[config.mk]
export PLATFORM = sky130hd
export DESIGN_NAME = sequence_sender
export DESIGN_NICKNAME = d
export VERILOG_FILES = /design/src/rtl/sequence_sender.sv
export SDC_FILE = /design/constraint.sdc
export NUM_CORES = 2
export LEC_CHECK = 0
export ABC_AREA = 1
export CORE_MARGIN = 2
export CORE_UTILIZATION = 55
export CTS_CLUSTER_SIZE = 28
export DETAILED_ROUTE_END_ITERATION = 16
export PLACE_DENSITY = 0.74
export SETUP_SLACK_MARGIN = 0.3
export SYNTH_ARGS = -nofsm -noshare
export SYNTH_HDL_FRONTEND = slang
export SYNTH_SLANG_ARGS = --single-unit
[constraint.sdc]
create_clock -name clk -period 3 [get_ports clk]
set_input_delay 0.45 -clock clk [delete_from_list [all_inputs] [get_ports clk]]
set_output_delay 0.45 -clock clk [all_outputs]
set_load 0.02 [all_outputs]
[src/rtl/sequence_sender.sv]
// sequence_sender: serialises a captured payload as header, per-stream
// sequence number and big-endian data words over a valid/ready output.
//
// Ports:
//   clk, reset_b          clock, async active-low reset
//   dataIn[0:295]         37-byte payload, byte k = bits [8k:8k+7]
//   dataIn_len            payload byte count, legal 1..37
//   dataIn_stream         stream ID, bits [4:0] select the sequence counter
//   dataIn_val/ready      payload handshake (ready only while idle)
//   dataOut               32-bit output word, byte 0 in bits [31:24]
//   dataOut_val/ready     output handshake
//   dataOut_last          final word of the packet
//   badLen                one-cycle pulse when an illegal length is dropped
module sequence_sender (
    input  logic         clk,
    input  logic         reset_b,
    input  logic [0:295] dataIn,
    input  logic [5:0]   dataIn_len,
    input  logic [15:0]  dataIn_stream,
    input  logic         dataIn_val,
    output logic         dataIn_ready,
    output logic [31:0]  dataOut,
    output logic         dataOut_val,
    input  logic         dataOut_ready,
    output logic         dataOut_last,
    output logic         badLen
);

    localparam logic [1:0] IDLE      = 2'd0;
    localparam logic [1:0] SEND_HDR  = 2'd1;
    localparam logic [1:0] SEND_SEQ  = 2'd2;
    localparam logic [1:0] SEND_DATA = 2'd3;

    logic [1:0]   r_state;
    logic         r_rdy;
    logic         r_badlen;
    logic [319:0] r_buf;
    logic [5:0]   r_rem;
    logic [5:0]   r_len;
    logic [15:0]  r_stream;
    logic [31:0]  r_seq;
    logic [31:0]  r_cnt [32];

    logic         w_in_fire;
    logic         w_len_ok;
    logic         w_out_fire;
    logic         w_last;
    logic [31:0]  w_seq_cur;
    logic [31:0]  w_seq_nxt;
    logic [31:0]  w_data;
    logic [15:0]  w_hdr_len;

    // r_rdy keeps dataIn_ready low during reset and raises it on the
    // first edge after release; it never depends on dataOut_ready.
    assign dataIn_ready = r_rdy && (r_state == IDLE);
    assign w_in_fire    = dataIn_val && dataIn_ready;
    assign w_len_ok     = (dataIn_len != 6'd0) && (dataIn_len <= 6'd37);
    assign w_out_fire   = dataOut_val && dataOut_ready;

    // Counter read/increment for the stream currently presented.
    assign w_seq_cur    = r_cnt[dataIn_stream[4:0]];
    assign w_seq_nxt    = w_seq_cur + 32'd1;

    // r_rem is the number of payload bytes not yet sent; the current
    // word is always the top 32 bits of r_buf.
    assign w_last       = (r_rem <= 6'd4);
    assign w_hdr_len    = {10'd0, r_len} + 16'd8;

    assign w_data = {
        r_buf[319:312],
        (r_rem > 6'd1) ? r_buf[311:304] : 8'h00,
        (r_rem > 6'd2) ? r_buf[303:296] : 8'h00,
        (r_rem > 6'd3) ? r_buf[295:288] : 8'h00
    };

    always_comb begin
        dataOut      = 32'd0;
        dataOut_val  = 1'b0;
        dataOut_last = 1'b0;
        case (r_state)
            SEND_HDR: begin
                dataOut     = {w_hdr_len, r_stream};
                dataOut_val = 1'b1;
            end
            SEND_SEQ: begin
                dataOut     = r_seq;
                dataOut_val = 1'b1;
            end
            SEND_DATA: begin
                dataOut      = w_data;
                dataOut_val  = 1'b1;
                dataOut_last = w_last;
            end
            default: ;
        endcase
    end

    assign badLen = r_badlen;

    always_ff @(posedge clk or negedge reset_b) begin
        if (!reset_b) begin
            r_state  <= IDLE;
            r_rdy    <= 1'b0;
            r_badlen <= 1'b0;
            r_buf    <= '0;
            r_rem    <= '0;
            r_len    <= '0;
            r_stream <= '0;
            r_seq    <= '0;
            for (int i = 0; i < 32; i++) begin
                r_cnt[i] <= '0;
            end
        end else begin
            r_rdy    <= 1'b1;
            r_badlen <= w_in_fire && !w_len_ok;
            case (r_state)
                IDLE: begin
                    if (w_in_fire && w_len_ok) begin
                        r_buf    <= {dataIn, 24'h0};
                        r_rem    <= dataIn_len;
                        r_len    <= dataIn_len;
                        r_stream <= dataIn_stream;
                        r_seq    <= w_seq_nxt;
                        r_cnt[dataIn_stream[4:0]] <= w_seq_nxt;
                        r_state  <= SEND_HDR;
                    end
                end
                SEND_HDR: begin
                    if (w_out_fire) begin
                        r_state <= SEND_SEQ;
                    end
                end
                SEND_SEQ: begin
                    if (w_out_fire) begin
                        r_state <= SEND_DATA;
                    end
                end
                SEND_DATA: begin
                    if (w_out_fire) begin
                        if (w_last) begin
                            r_state <= IDLE;
                        end else begin
                            r_buf <= r_buf << 32;
                            r_rem <= r_rem - 6'd4;
                        end
                    end
                end
                default: r_state <= IDLE;
            endcase
        end
    end

endmodule

==> metrics.txt <==
CP Data Required Time approximately 2.6 ns; Iter 0 DRT Violations ~9500; filler instances 9944; sequential-to-total area share from yosys stat 51.6%; switching part of the total 33.2%; Mean Syn Cell Area roughly 7.4 um2; Buffers on Ports 357; dpl hpwl between 150000 and 200000 um; CTS tree done; final cycle utilization of the critical path 99.8%; Die ar. between 100000 and 150000 um2; final RePlAce weighted congestion a little over 1; Post-Syn Area 67100 um2; max-cap viol count 0; hold path cells 3; delay-heaviest family, CP buffers and inverters; worst reg2reg path depth 18; Core Box Area 121000 um2; Comb pwr share approximately 28%; synthesis-stage register bit count 1384; Hold WC Path Type in2reg; Die W 353 um; Levels on crit path 12; total wire length ~250000 um; net count after synthesis 9347; residual DRC count 0; ranking of synthesized cells by area dfrtp_1, nand2_1, o21ai_0; max incr delay on CP 0.38 ns; Reg power frac 38.2%; Async SR Flop Fraction 100%; post-synth top area cell dfrtp_1; initial core utilization 55.2%; worst reg-to-reg setup slack just over 0.3 ns; CP startpoint kind flop; CTS Buf Count 150; Worst Setup SP r_rem[2]$_DFFE_PN0P_; root buffer cell clkbuf_16; Worst path slowest cell dfrtp_1; CTS H-Tree Depth 4; Internal 37.9 mW; Power per Cell Area 684 nW/um2; Peak Freq 0.334 GHz; worst r2r src r_state[0]$_DFFE_PN0P_; vias in the first global route 61200; fin. max-slew vios 0; status finished clean; clock slew at reported path FFs 0.06 ns; total track usage 37.7%; WL per Instance 21.9 um; final setup skew 0.0324 ns; num rows 128; DR pass1 iterations 8; Final setup viols 0; Mapped Cells around 9000; reg2reg end r_cnt[448]$_DFFE_PN0P_; Clock Power Share 33.9%; crit path to dataOut[15]; initial antenna violation count 24; worst-margin pin slew 0.752 ns; largest net degree at the start of global routing approximately 160; I/O Pins 358; ANT nets after route 0; # nets final between 9000 and 10000; total power 56.8 mW; synthesis-to-layout area growth 23.9%; CTS Buffer Depth 3; global-route wire length before repair 366000 um; Final Hold Fails 0; Post-synth EDFFs 0; WS Path Type reg2out; DR vias/cell 5.78; setup_tns 0 ns; P_sw 18.8 mW; LEAKAGE 42.5 nW; die height 353 um; minimum clock period 2.99 ns; CP Capture Type output pin; maximum VDD drop 804 uV; predominant post-synthesis flop cell dfrtp_1; number of distinct library cells after synthesis a little over 40; global route overflow 0; Yosys top cell area share between 50% and 60%; crit path cell chain inv_2, ha_4, inv_4, nor2_4, nand2_2, nor2_4, a31oi_4, buf_6, nand3_1, a31oi_1, buf_4, buf_6; clock sink count 1384; worst skew pair latency 0.78 ns; CP arrival 2.54 ns; Buf+Inv Stages, Crit Path 5; ratio of cells with drive above 1 in the final layout 11.4%; unrepaired setup endpoints after global routing yes; vias 65100; CP Max Fanout 3; yosys warns 0; Final Core Density approximately 68%; relative slew slack 49.8%
## sequential cells by signal, indices dropped and copies added, names as in the netlist
name and count:
badLen 1, r_buf 296, r_cnt 1024, r_len 6, r_rdy 1, r_rem 6
r_seq 32, r_state 2, r_stream 16
## Yosys cell counts, types with 6 or more instances
master,number
o21a_1,32
dfrtp_1,1384
nand2_1,4831
nor3_4,6
nand2_2,27
o21ai_0,760
nand3_2,7
nor2_2,17
nand3_1,365
o211ai_1,234
a31oi_1,23
xor2_1,8
nor3_2,7
a21oi_1,17
inv_2,20
buf_2,140
nor2_1,136
a22oi_1,17
buf_6,25
clkbuf_1,394
buf_1,25
inv_1,347
o21ai_1,93
nand4_1,10
buf_4,55
ha_1,8
## per-layer routing
metal  GRT usage, %  vias to the layer above  routed length (um)
li1               -                    29200                   -
met1           53.3                    31200               97500
met2           56.7                     3980              110000
met3           5.89                      712               26500
met4           19.2                        0               13100
met5              0                        -                   0
## cell usage in the layout (no fill, tap or decap), types with 6 or more instances in the layout
master	instances
a31oi_1	10
inv_1	326
dfrtp_1	1382
xor2_2	7
inv_2	27
clkbuf_8	37
buf_2	9
bufbuf_16	7
nand2_2	45
nor3_4	8
buf_12	165
nand2_4	10
o21ai_1	108
o21ai_0	743
nand3_2	12
clkbuf_16	178
nand3_1	357
clkbuf_1	23
buf_4	383
nor2_1	111
o21a_1	32
a31oi_4	11
nor2_4	20
buf_16	13
nand2_1	4803
clkdlybuf4s50_1	316
diode_2	25
nor2_2	26
ha_4	6
a21oi_1	14
buf_6	29
clkinv_2	27
inv_4	9
nand4_1	10
o211ai_1	234
bufinv_16	11
clkinvlp_4	11
a22oi_1	17
## what timing repair did
action,CTS,global route
pin swaps,15,28
hold buffers,1,0
setup buffers,21,10
gates cloned,13,26
resized for setup,264,146
endpoints found under the hold margin,49,0
setup endpoints to repair,694,892
## kinds of logic (layout without fill, tap and decap cells)
group | count (synthesis) | after routing | synth area share [%]
and+or+nand+nor | 5416 | 5416 | 31.5
adders and majority gates | 8 | 8 | 0.149
other | 1 | 26 | 0.00559
AOI/OAI and AO/OA | 1185 | 1185 | 9.98
DFF | 1384 | 1384 | 51.6
xor gates and xnor gates | 12 | 12 | 0.196
buffers and inverters | 1011 | 1597 | 6.51
## final cells by class
class | count | area [um2] | area share, %
flip-flops and latches | 1384 | 34600 | 41.7
multi-input cells | 6622 | 28800 | 34.6
repair buffers | 956 | 11000 | 13.2
clock buffers | 215 | 4490 | 5.40
well taps | 1625 | 2030 | 2.45
inverters | 372 | 1460 | 1.76
clock inverters | 54 | 631 | 0.759
diodes | 25 | 62.6 | 0.0753
## power by group through the flow
stage | clock network [mW] | logic, mW | registers [mW]
finish | 19.3 | 15.8 | 21.7
global route | 20.2 | 17.0 | 21.8
CTS | 19.4 | 14.7 | 21.6
detailed placement | 0 | 12.8 | 21.9
global placement | 0 | 12.6 | 21.8
floorplan | 0 | 7.94 | 21.7
## how the worst min path moves through the flow
stage | from | to
6_report | dataIn_stream[15] | r_stream[15]$_DFFE_PN0P_
5_1_grt | dataIn_stream[15] | r_stream[15]$_DFFE_PN0P_
4_1_cts | dataIn_stream[15] | r_stream[15]$_DFFE_PN0P_
3_5_place_dp | reset_b | r_buf[223]$_DFFE_PN0P_
3_3_place_gp | reset_b | r_buf[223]$_DFFE_PN0P_
2_1_floorplan | reset_b | badLen$_DFF_PN0_
## per-stage QoR
stage	std cells	worst slack (ns)	hold slack [ns]	instance area, um2
2_1_floorplan	9017	0.290	0.154	67100
3_3_place_gp	10900	-0.808	0.423	75800
3_5_place_dp	10900	-0.788	0.421	75800
4_1_cts	11200	0.0597	0.190	81800
5_1_grt	11300	-0.0274	0.228	83100
6_report	11300	0.00513	0.230	83100
## worst min-delay path, stage by stage
cell             delay (ns)
clkdlybuf4s50_1        0.39
nand2_1                0.07
nand2_1                0.05
(Power assumes the default switching activity.)
